<file path="src/rtl/uart_tx_module.sv">
// UART transmitter: start bit, 8 data bits LSB first, optional parity, 1 or 2 stop bits.
// Bit timing comes from an internal counter of CLK_FREQ/BAUD sysclk cycles per bit.
module uart_tx_module #(
  parameter int CLK_FREQ   = 50000000,
  parameter int BAUD       = 115200,
  parameter int PARITY_EN  = 0,
  parameter int PARITY_ODD = 0,
  parameter int STOP_BITS  = 1
) (
  input  logic       sysclk,
  input  logic       rst_n,
  input  logic       tx_en_sig,
  input  logic [7:0] tx_data,
  output logic       tx,
  output logic       tx_busy,
  output logic       tx_done_sig
);

  localparam int               BIT_CNT   = CLK_FREQ / BAUD;
  localparam int               CNT_W     = (BIT_CNT > 1) ? $clog2(BIT_CNT) : 1;
  localparam logic [CNT_W-1:0] CNT_LAST  = CNT_W'(BIT_CNT - 1);
  localparam logic [CNT_W-1:0] CNT_PRE   = CNT_W'(BIT_CNT - 2);
  localparam logic [2:0]       STOP_LAST = 3'(STOP_BITS - 1);
  localparam logic             PAR_EN    = (PARITY_EN != 0);
  localparam logic             PAR_ODD   = (PARITY_ODD != 0);

  if (BIT_CNT < 2) begin : g_bad_bit_cnt
    $error("uart_tx_module: CLK_FREQ/BAUD must be at least 2");
  end
  if (STOP_BITS != 1 && STOP_BITS != 2) begin : g_bad_stop_bits
    $error("uart_tx_module: STOP_BITS must be 1 or 2");
  end

  typedef enum logic [2:0] {
    S_IDLE,
    S_START,
    S_DATA,
    S_PARITY,
    S_STOP
  } state_e;

  state_e           state_q,  state_d;
  logic [CNT_W-1:0] cnt_q,    cnt_d;
  logic [2:0]       idx_q,    idx_d;
  logic [7:0]       shift_q,  shift_d;
  logic             parity_q, parity_d;
  logic             tx_q,     tx_d;
  logic             done_q,   done_d;
  logic             bit_last;

  assign bit_last = (cnt_q == CNT_LAST);

  // NOTE: every signal written here gets a default first, so no path leaves one unassigned (no latches).
  always_comb begin
    state_d  = state_q;
    cnt_d    = cnt_q;
    idx_d    = idx_q;
    shift_d  = shift_q;
    parity_d = parity_q;
    tx_d     = tx_q;
    done_d   = 1'b0;

    if (state_q != S_IDLE) begin
      cnt_d = bit_last ? '0 : cnt_q + CNT_W'(1);
    end

    // tx_d is the level for the next cycle, so each bit appears the cycle after its transition.
    unique case (state_q)
      S_IDLE: begin
        tx_d = 1'b1;
        if (tx_en_sig) begin
          shift_d  = tx_data;
          parity_d = (^tx_data) ^ PAR_ODD;
          cnt_d    = '0;
          idx_d    = '0;
          tx_d     = 1'b0;
          state_d  = S_START;
        end
      end
      S_START: begin
        if (bit_last) begin
          tx_d    = shift_q[0];
          state_d = S_DATA;
        end
      end
      S_DATA: begin
        if (bit_last) begin
          if (idx_q == 3'd7) begin
            idx_d = '0;
            if (PAR_EN) begin
              tx_d    = parity_q;
              state_d = S_PARITY;
            end else begin
              tx_d    = 1'b1;
              state_d = S_STOP;
            end
          end else begin
            idx_d   = idx_q + 3'd1;
            shift_d = {1'b0, shift_q[7:1]};
            tx_d    = shift_q[1];
          end
        end
      end
      S_PARITY: begin
        if (bit_last) begin
          tx_d    = 1'b1;
          state_d = S_STOP;
        end
      end
      S_STOP: begin
        tx_d = 1'b1;
        // Registered pulse: raised one cycle ahead so it lands on the final stop-bit cycle.
        if (cnt_q == CNT_PRE && idx_q == STOP_LAST) begin
          done_d = 1'b1;
        end
        if (bit_last) begin
          if (idx_q == STOP_LAST) begin
            idx_d   = '0;
            state_d = S_IDLE;
          end else begin
            idx_d = idx_q + 3'd1;
          end
        end
      end
      default: begin
        tx_d    = 1'b1;
        state_d = S_IDLE;
      end
    endcase
  end

  // NOTE: state flops use non-blocking assignments so every flop samples pre-edge values.
  always_ff @(posedge sysclk or negedge rst_n) begin
    if (!rst_n) begin
      state_q  <= S_IDLE;
      cnt_q    <= '0;
      idx_q    <= '0;
      shift_q  <= '0;
      parity_q <= 1'b0;
      tx_q     <= 1'b1;
      done_q   <= 1'b0;
    end else begin
      state_q  <= state_d;
      cnt_q    <= cnt_d;
      idx_q    <= idx_d;
      shift_q  <= shift_d;
      parity_q <= parity_d;
      tx_q     <= tx_d;
      done_q   <= done_d;
    end
  end

  assign tx          = tx_q;
  assign tx_done_sig = done_q;
  assign tx_busy     = (state_q != S_IDLE);

endmodule

</file>
<file path="config.mk">
export PLATFORM = sky130hd
export DESIGN_NAME = uart_tx_module
export DESIGN_NICKNAME = d
export VERILOG_FILES = /design/src/rtl/uart_tx_module.sv
export SDC_FILE = /design/constraint.sdc
export NUM_CORES = 1
export LEC_CHECK = 0
export ABC_AREA = 1
export CAP_MARGIN = 20
export CELL_PAD_IN_SITES_DETAIL_PLACEMENT = 1
export CELL_PAD_IN_SITES_GLOBAL_PLACEMENT = 2
export CORE_ASPECT_RATIO = 0.6
export CORE_MARGIN = 5
export CORE_UTILIZATION = 31
export DETAILED_ROUTE_END_ITERATION = 8
export GPL_TIMING_DRIVEN = 1
export PLACE_DENSITY = 0.76
export SLEW_MARGIN = 10
export SYNTH_ARGS = -nofsm -noshare
export SYNTH_HDL_FRONTEND = slang
export SYNTH_SLANG_ARGS = --single-unit
export TNS_END_PERCENT = 1
</file>
<file path="constraint.sdc">
create_clock -name sysclk -period 1.71 [get_ports sysclk]
set_clock_uncertainty 0.2 [all_clocks]
set_input_delay 0.342 -clock sysclk [delete_from_list [all_inputs] [get_ports sysclk]]
set_output_delay 0.342 -clock sysclk [all_outputs]
set_load 0.02 [all_outputs]
</file>
==> impl_metrics.csv <==
group,metric,value,unit
power,static-leakage-power,0.000995,uW
logic_synthesis,synthFlopType,"dfrtp_1",
clock_network,cts.clk_slew.worst_paths,0.09,ns
logic_synthesis,synth_edf_count,0,
place,placed_cell_area,1960,um^2
run_status,violations,"setup timing",
clock_network,cts-buffers-inserted,3,
run_status,status,"finished with violations",
clock_network,insertion_delay,0.27,ns
drt,routedWlPerCell,15.2,um
sta,slew_violations,0,
clock_network,clkSinkCount,25,
sta,hold_viol,0,
layout,mostFrequentLayoutCells,"nand2_1 (40), buf_4 (30), dfrtp_1 (24)",
grt,antenna_found_initial,0,
sta,worstMarginPinSlew,0.393,ns
floorplan,core,4660,um^2
drt,drc_errors,0,
place,gp_congestion,0.759,
layout,nNetsFinal,250,
drt,highest_layer,"met4",
layout,syn2layout_area_growth,41.4,%
logic_synthesis,netlist_area,1520,um^2
logic_synthesis,synthXorXnorAreaFrac,0.0116,
floorplan,die_w,100,um
setup_path,slowest_stage,"dfrtp_1",
power,pwr_density_cell,1580,nW/um^2
sta,fin_ws,-0.0555,ns
logic_synthesis,synth_area_per_cell,8.38,um^2
worst_hold_path,hold_path.class,"in -> async",
floorplan,io_pins,14,
setup_path,worstPathRequired,1.73,ns
place,port_buffers,13,
grt,overflow,0,
sta,relSlewSlack,0.737,
power,peakVddDrop,0.000649,V
logic_synthesis,synth.distinct_cells,33,
drt,wl_met3,83,um
clock_network,clockBufferDepth,2,
logic_synthesis,synthArstFlopShare,1.00,
floorplan,fp.dieH,64.2,um
grt,grt_pass1_vias,1577,
logic_synthesis,yosysSeqAreaShare,0.413,
floorplan,row_count,19,
logic_synthesis,synth_top_family_by_area,"simple AND/OR/NAND/NOR gates",
layout,finalInstanceArea,2140,um^2
drt,drtPass1Iterations,3,
logic_synthesis,synth_seq_cells,25,
setup_path,timing.rr.end,"state_q[2]",
setup_path,timing.rr.start,"idx_q[1]",
logic_synthesis,synth_adder_area_share,0.0495,
sta,rsz0062_at_grt,"true",
sta,fmax,566,MHz
sta,fin_crit_sh,1.03,
logic_synthesis,yosys.area_share.simple,0.319,
logic_synthesis,synth_mux_area_frac,0,
layout,nFillCells,583,
logic_synthesis,synth_warnings,0,
logic_synthesis,synth_compound_area_frac,0.149,
grt,track_usage,0.150,
floorplan,initial_core_util,0.325,
setup_path,path_cells,"ha_2 > ha_4 > nor2_2 > nand2_1 > buf_4 > nand2_1 > a21oi_4 > nand2_2 > nand2_1 > nand2_1",
logic_synthesis,synth_cells,181,
sta,finalSetupViolations,14,
job,cap_violations,0,
layout,antennaDiodeCount,0,
sta,min_period,1.77,ns
setup_path,slowest_delay,0.40,ns
drt,wl_met1,2.20,mm
setup_path,critPathKind,"reg -> reg",
clock_network,cts_root_buf,"clkbuf_8",
drt,dr_total_vias,1435,
setup_path,r2r_setup_slack,-0.06,ns
setup_path,endpoint_kind,"flip-flop",
layout,drive_gt1_frac,0.366,
place,hpwl,3.37,mm
clock_network,ctsHoldBuffers,0,
clock_network,h-tree-depth,1,
setup_path,crit_path_max_fanout,4,
grt,grt_pass1_wl,7.64,mm
setup_path,worstRegToRegCells,10,
layout,final_util,0.460,
setup_path,crit_family,"simple AND/OR/NAND/NOR gates",
drt,drtAntennaViolNets,0,
floorplan,die_area,6440,um^2
layout,final_common_cell,"nand2_1",
setup_path,arrival,1.78,ns
drt,dr_wl_met2,2.15,mm
drt,drt_iter0_markers,45,
drt,vias_per_cell,4.86,
setup_path,startpoint_type,"flip-flop",
logic_synthesis,syn_nets,198,
grt,grt_max_degree,26,
setup_path,crit_buf_inv,1,
setup_path,critPathMostFrequentCell,"nand2_1",
clock_network,cts_tree,"built",
drt,wirelength,4.48,mm
## worst reg2reg max path, stage by stage (launching register included)
cell,delay [ns]
dfrtp_1,0.40
ha_2,0.22
ha_4,0.16
nor2_2,0.12
nand2_1,0.09
buf_4,0.15
nand2_1,0.11
a21oi_4,0.06
nand2_2,0.11
nand2_1,0.05
nand2_1,0.06
## how the worst max path moves through the flow
stage	from	to	slack (ns)	cells past startpoint
after detailed placement	cnt_q[1]	shift_q[3]	-0.16	9
after global placement	cnt_q[1]	shift_q[3]	-0.10	9
after CTS	idx_q[1]	state_q[2]	-0.07	10
after floorplan	idx_q[0]	shift_q[6]	0.007	9
after global routing	idx_q[1]	state_q[1]	-0.16	10
final	idx_q[1]	state_q[2]	-0.06	10
## logic make-up (layout without fill, tap and decap cells)
family | Yosys count | in the layout
AOI/OAI and AO/OA | 34 | 34
xor gates and xnor gates | 2 | 2
adders and majority gates | 6 | 6
buffers and inverters | 18 | 68
DFF | 25 | 25
and+or+nand+nor | 96 | 97
## where the power goes
group          total [uW]  leakage, uW  switching [uW]  internal [uW]
combinational        2060     0.000648            1180            886
sequential            955     0.000324             150            805
clock                 370    0.0000228             203            167
total                3390     0.000995            1530           1860
## flip-flops by register name, indices dropped and copies added (netlist names)
signal and cells:
tx 1, cnt_q 9, shift_q 8, tx_done_sig 1, idx_q 3, state_q 3
## per-stage QoR
| stage | power, uW | TNS (ns) | setup slack [ns] | hold slack (ns) | instances |
|---|---|---|---|---|---|
| 2_1_floorplan | 2090 | 0 | 0.00749 | -0.154 | 181 |
| 3_3_place_gp | 2690 | -1.04 | -0.101 | 0.258 | 287 |
| 3_5_place_dp | 2770 | -1.98 | -0.156 | 0.264 | 287 |
| 4_1_cts | 3280 | -0.633 | -0.0733 | 0.215 | 295 |
| 5_1_grt | 3680 | -2.01 | -0.160 | 0.224 | 295 |
| 6_report | 3390 | -0.429 | -0.0555 | 0.217 | 295 |
## layout make-up
| cell class | count | area, um^2 | share of cell area |
|---|---|---|---|
| Tap cell | 63 | 78.8 | 0.0368 |
| Multi-Input combinational cell | 139 | 918 | 0.428 |
| Inverter | 17 | 66.3 | 0.0309 |
| Timing Repair Buffer | 47 | 409 | 0.191 |
| Sequential cell | 25 | 627 | 0.292 |
| Clock buffer | 4 | 45.0 | 0.0210 |
## cell usage after synthesis, types with 2 or more instances
cell type,n,area [um^2]
inv_2,5,18.8
nor2_1,8,30.0
nor3_1,2,10.0
o21ai_2,9,78.8
a21oi_1,3,15.0
or2_1,6,37.5
dfrtp_1,24,601
nand2_1,47,176
o21ai_1,7,35.0
nand2_2,4,25.0
nand3_1,18,90.1
nand2_4,2,22.5
o21ai_0,9,45.0
ha_1,6,75.1
inv_1,11,41.3
o22ai_1,2,12.5
nand3b_1,2,15.0
## what timing repair did
action,in CTS,in global routing
pin swaps,6,11
gates resized for setup,14,20
endpoints found under the setup margin,18,20
gates cloned,1,0
buffers inserted,3,0
## per-layer routing
layer / global-route usage / up-vias
li1: - / 704
met1: 0.205 / 718
met2: 0.242 / 9
met3: 0.0293 / 4
met4: 0.0454 / 0
met5: 0 / -
Power figures use the tool's default switching activity.
